[src/rtl/uart_tx_arbiter.sv]
// Packet-level two-requester arbiter in front of a single UART transmitter.
// Holds the grant for a whole packet, sequences start/busy, and inserts an idle gap.
module uart_tx_arbiter #(
  parameter int unsigned CLKS_PER_BIT   = 10417,
  parameter int unsigned GAP_BITS       = 2,
  parameter int unsigned TIMEOUT_CYCLES = 1000000
) (
  input  logic       clk,
  input  logic       reset,
  input  logic       req0_valid,
  input  logic [7:0] req0_data,
  input  logic       req0_last,
  output logic       req0_ready,
  input  logic       req1_valid,
  input  logic [7:0] req1_data,
  input  logic       req1_last,
  output logic       req1_ready,
  output logic       tx_start,
  output logic [7:0] tx_data,
  input  logic       tx_busy,
  output logic [1:0] grant,
  output logic       abort,
  output logic       busy
);

  localparam int unsigned GapCycles = GAP_BITS * CLKS_PER_BIT;
  localparam int unsigned GapW      = (GapCycles > 1) ? $clog2(GapCycles) : 1;
  localparam int unsigned ToutW     = (TIMEOUT_CYCLES > 1) ? $clog2(TIMEOUT_CYCLES) : 1;
  localparam int unsigned GapLastI  = (GapCycles == 0) ? 0 : GapCycles - 1;
  localparam int unsigned ToutLastI = (TIMEOUT_CYCLES == 0) ? 0 : TIMEOUT_CYCLES - 1;
  localparam logic [GapW-1:0]  GapLast  = GapW'(GapLastI);
  localparam logic [ToutW-1:0] ToutLast = ToutW'(ToutLastI);

  typedef enum logic [2:0] {
    StIdle,
    StAccept,
    StStart,
    StWaitBusy,
    StWaitDone,
    StGap
  } state_e;

  state_e           state_q, state_d;
  logic [1:0]       grant_q, grant_d;
  logic [7:0]       tx_data_q, tx_data_d;
  logic             last_q, last_d;
  logic             rr_q, rr_d;  // 1: requester 1 preferred on a tie
  logic             abort_q, abort_d;
  logic [ToutW-1:0] tout_q, tout_d;
  logic [GapW-1:0]  gap_q, gap_d;

  logic       acc_valid;
  logic [7:0] acc_data;
  logic       acc_last;

  always_comb begin
    acc_valid = grant_q[0] ? req0_valid : req1_valid;
    acc_data  = grant_q[0] ? req0_data  : req1_data;
    acc_last  = grant_q[0] ? req0_last  : req1_last;
  end

  always_comb begin
    state_d   = state_q;
    grant_d   = grant_q;
    tx_data_d = tx_data_q;
    last_d    = last_q;
    rr_d      = rr_q;
    abort_d   = 1'b0;
    tout_d    = tout_q;
    gap_d     = gap_q;

    unique case (state_q)
      StIdle: begin
        if (req0_valid && (!req1_valid || !rr_q)) begin
          grant_d = 2'b01;
          tout_d  = '0;
          state_d = StAccept;
        end else if (req1_valid) begin
          grant_d = 2'b10;
          tout_d  = '0;
          state_d = StAccept;
        end
      end
      StAccept: begin
        if (acc_valid) begin
          tx_data_d = acc_data;
          last_d    = acc_last;
          state_d   = StStart;
        end else if (tout_q == ToutLast) begin
          // Owner stalled mid-packet: revoke and hand preference to the other side.
          abort_d = 1'b1;
          grant_d = 2'b00;
          rr_d    = grant_q[0];
          state_d = StIdle;
        end else begin
          tout_d = tout_q + 1'b1;
        end
      end
      StStart: begin
        state_d = StWaitBusy;
      end
      StWaitBusy: begin
        if (tx_busy) begin
          state_d = StWaitDone;
        end
      end
      StWaitDone: begin
        if (!tx_busy) begin
          if (!last_q) begin
            tout_d  = '0;
            state_d = StAccept;
          end else begin
            grant_d = 2'b00;
            rr_d    = grant_q[0];
            if (GAP_BITS != 0) begin
              gap_d   = '0;
              state_d = StGap;
            end else begin
              state_d = StIdle;
            end
          end
        end
      end
      StGap: begin
        if (gap_q == GapLast) begin
          state_d = StIdle;
        end else begin
          gap_d = gap_q + 1'b1;
        end
      end
      default: begin
        state_d = StIdle;
        grant_d = 2'b00;
      end
    endcase
  end

  always_ff @(posedge clk) begin
    if (!reset) begin
      state_q   <= StIdle;
      grant_q   <= 2'b00;
      tx_data_q <= 8'h00;
      last_q    <= 1'b0;
      rr_q      <= 1'b0;
      abort_q   <= 1'b0;
      tout_q    <= '0;
      gap_q     <= '0;
    end else begin
      state_q   <= state_d;
      grant_q   <= grant_d;
      tx_data_q <= tx_data_d;
      last_q    <= last_d;
      rr_q      <= rr_d;
      abort_q   <= abort_d;
      tout_q    <= tout_d;
      gap_q     <= gap_d;
    end
  end

  assign req0_ready = (state_q == StAccept) && grant_q[0];
  assign req1_ready = (state_q == StAccept) && grant_q[1];
  assign tx_start   = (state_q == StStart);
  assign tx_data    = tx_data_q;
  assign grant      = grant_q;
  assign abort      = abort_q;
  assign busy       = (state_q != StIdle);

endmodule

[config.mk]
export PLATFORM = sky130hd
export DESIGN_NAME = uart_tx_arbiter
export DESIGN_NICKNAME = d
export VERILOG_FILES = /design/src/rtl/uart_tx_arbiter.sv
export SDC_FILE = /design/constraint.sdc
export NUM_CORES = 1
export LEC_CHECK = 0
export BUFFER_PORTS_ARGS = -buffer_cell sky130_fd_sc_hd__buf_2
export CAP_MARGIN = 20
export CORE_UTILIZATION = 35
export CTS_BUF_LIST = sky130_fd_sc_hd__clkbuf_8
export CTS_CLUSTER_DIAMETER = 60
export CTS_CLUSTER_SIZE = 12
export DETAILED_ROUTE_END_ITERATION = 10
export PLACE_DENSITY = 0.6
export SLEW_MARGIN = 10
export SYNTH_ARGS = -nofsm -noshare
export SYNTH_HDL_FRONTEND = slang
export SYNTH_SLANG_ARGS = --single-unit
[constraint.sdc]
create_clock -name clk -period 2.7 [get_ports clk]
set_input_delay 0 -clock clk [delete_from_list [all_inputs] [get_ports clk]]
set_output_delay 0 -clock clk [all_outputs]
set_load 0.02 [all_outputs]
==> impl_metrics.py <==
metrics = {
    "final_layout": {
        "fin_util_pct": 41.1,
        "areaGrowthSynthToFinish_pct": 13.7,
        "final_nets": 392,
        "diodes": 0,
        "fin_area_um2": 3160,
        "drive_gt1_share_pct": 18.8,
    },
    "global_route": {
        "grt_max_degree": 28,
        "grt_pass1_wl_um": 11000,
        "grt_pass1_vias": 2449,
        "overflow": 0,
        "antenna_found_initial": 0,
        "grt_use_total_pct": 16.1,
    },
    "synthesis": {
        "synth_edf_count": 0,
        "yosys-top-cells-area": "dfxtp_1 37%, a21oi_1 5.0%, mux2i_1 4.0%, nand2_1 3.6%, a211oi_1 3.5%",
        "syn_area_per_cell_um2": 8.37,
        "ys_seq_elements": 51,
        "synth_top_flop_cell": "dfxtp_1",
        "syn-num-nets": 358,
        "yosysWarnings": 0,
        "synth.cell_area_um2": 2780,
        "yosysTopAreaCell": "dfxtp_1",
        "yosysTopAreaCellShare_pct": 36.8,
        "ys_types": 58,
        "synth_most_common_cell": "dfxtp_1",
        "yosysSeqAreaShare_pct": 36.8,
        "synth-async-reset-ratio_pct": 0,
        "netlist_instances": 332,
        "synth.cells.most_frequent": "51 x dfxtp_1, 28 x a21oi_1, 27 x nand2_1",
    },
    "cts": {
        "cts.sinks": 51,
        "cts_root_buf": "clkbuf_8",
        "cts.clk_slew.worst_paths_ps": 110,
        "cts.htree.levels": 2,
        "clock_path_buffers": 2,
        "cts_setup_buffers": 0,
        "cts_buffers": 5,
        "cts_tree": "yes",
        "worstSkewPairLatency_ps": 310,
    },
    "die": {
        "start_util_pct": 36.1,
        "core_um2": 7690,
        "die_w_um": 91.1,
        "dieArea_um2": 8300,
        "io_pins": 38,
        "rows": 32,
        "dieHeight_um": 91.1,
    },
    "timing": {
        "finalCritPeriodShare_pct": 83.2,
        "fmax_mhz": 445,
        "fin_crit_ps": 2250,
        "relSlewSlack_pct": 43.3,
        "skew_ps": 13.8,
        "tightest_slew_ps": 845,
        "final.setup.tns_ps": 0,
        "slew_violations": 0,
        "setup_viol": 0,
        "whs_ps": 6.26,
        "hold_viol": 0,
        "rsz0062_at_grt": "no",
    },
    "critical_path": {
        "critPathLaunchType": "register",
        "cp.required_ps": 2940,
        "worstRegToRegCells": 5,
        "r2r_end": "tout_q[16]",
        "crit_path_end_kind": "register",
        "critical_path_arrival_ps": 2490,
        "ff2ff_setup_slack_ps": 450,
        "rr_startpoint": "state_q[0]",
        "crit_type": "register to register",
        "critPathMaxFanout": 13,
    },
    "worst_hold_path": {
        "hp-class": "input pin to register",
        "min_from": "tx_busy",
        "min_path_cells": 3,
        "hold_path_end": "state_q[2]",
    },
    "placed_design": {
        "gp_congestion": 0.872,
        "dp.final_hpwl_um": 4630,
        "placed_area_um2": 3060,
        "place.port_buffers": 37,
    },
    "routing": {
        "vias": 2676,
        "antenna_left": 0,
        "drt_wl_total_um": 6450,
        "drc": 0,
        "vias_per_cell": 5.71,
        "avgRoutedWirePerCell_um": 13.8,
        "drt_iter0_markers": 107,
        "first_pass_iters": 4,
    },
    "pwr": {
        "total_power_w": 0.00158,
        "peakVddDrop_mv": 0.284,
        "leakage_nw": 1.11,
        "p_per_area_nw_per_um2": 499,
    },
    "job": {
        "max-cap-violations": 0,
    },
    "outcome": {
        "status": "finished clean",
    },
}
## cell families after synthesis
logic type | after synthesis | synth area share, %
and+or+nand+nor | 137 | 28.1
muxes | 12 | 4.37
adders and majority gates | 3 | 1.35
buffers and inverters | 30 | 5.05
xor gates and xnor gates | 1 | 0.315
AOI/OAI and AO/OA | 98 | 24.1
DFF | 51 | 36.8
## sequential cells by signal (all words and copies together) (netlist names)
| signal | cells |
|---|---|
| grant | 2 |
| abort | 1 |
| gap_q | 15 |
| state_q | 3 |
| last_q | 1 |
| tx_data | 8 |
| rr_q | 1 |
| tout_q | 20 |
## placed cells by master, fill, tap and decap left out, types with 3 or more instances in the layout
master,netlist,final
dfxtp_1,51,51
buf_2,4,37
a21oi_1,28,28
nand2_1,27,27
nor2_1,21,21
nand3_1,19,19
o21ai_0,14,14
a211oi_1,13,13
mux2i_1,11,11
o31ai_1,11,11
inv_1,10,10
nand4_1,10,10
or4_1,9,9
buf_4,4,9
or3_1,8,8
nor3_1,7,7
and2_1,6,6
and3_1,5,5
clkbuf_8,0,5
nand2b_1,4,4
nor4_1,4,4
o211ai_1,4,4
o311ai_0,4,4
nor4_2,3,3
a31oi_1,3,3
ha_1,3,3
## power breakdown
group	switching, W	total, W	internal, W	leakage (nW)
Sequential	0.0000298	0.000809	0.000780	0.413
Combinational	0.000185	0.000300	0.000115	0.657
Clock	0.000280	0.000466	0.000186	0.0408
Total	0.000494	0.00158	0.00108	1.11
## metal layers
layer  track usage (%)  routed length (um)
met1              20.5                3170
met2              26.4                2880
met3              3.60                 259
met4              5.95                 133
met5                 0                   0
## worst max-delay path by stage
stage / start / to / slack (ps)
after floorplan: gap_q[0] / gap_q[1] / 710
after global placement: state_q[0] / tout_q[14] / 500
after detailed placement: state_q[0] / tout_q[14] / 490
after CTS: state_q[0] / tout_q[14] / 460
after global routing: state_q[0] / tout_q[16] / 290
final: state_q[0] / tout_q[16] / 450
## worst max-delay path, cell delays in order (launching register included)
cell and delay, ps:
dfxtp_1 580, nor3b_4 310, nand2_1 150, a211oi_1 750
o21ai_0 190, a31oi_1 190
## what timing repair did
action	CTS	global route
hold endpoints to repair	1	0
hold buffers	1	0
gates resized for setup	0	0
## stage by stage
step | setup slack, ps | std cells
floorplan | 711 | 332
finish | 454 | 469
global route | 291 | 469
global placement | 501 | 460
detailed placement | 490 | 460
CTS | 459 | 469
## cell type report
class / instances / area, um2
Clock buffer: 5 / 68.8
Clock inverter: 3 / 23.8
Fill cell: 799 / 4530
Inverter: 10 / 37.5
Multi-Input combinational cell: 251 / 1620
Sequential cell: 51 / 1020
Tap cell: 102 / 128
Timing Repair Buffer: 47 / 263
Note: power is estimated with default switching activity, not from simulation.
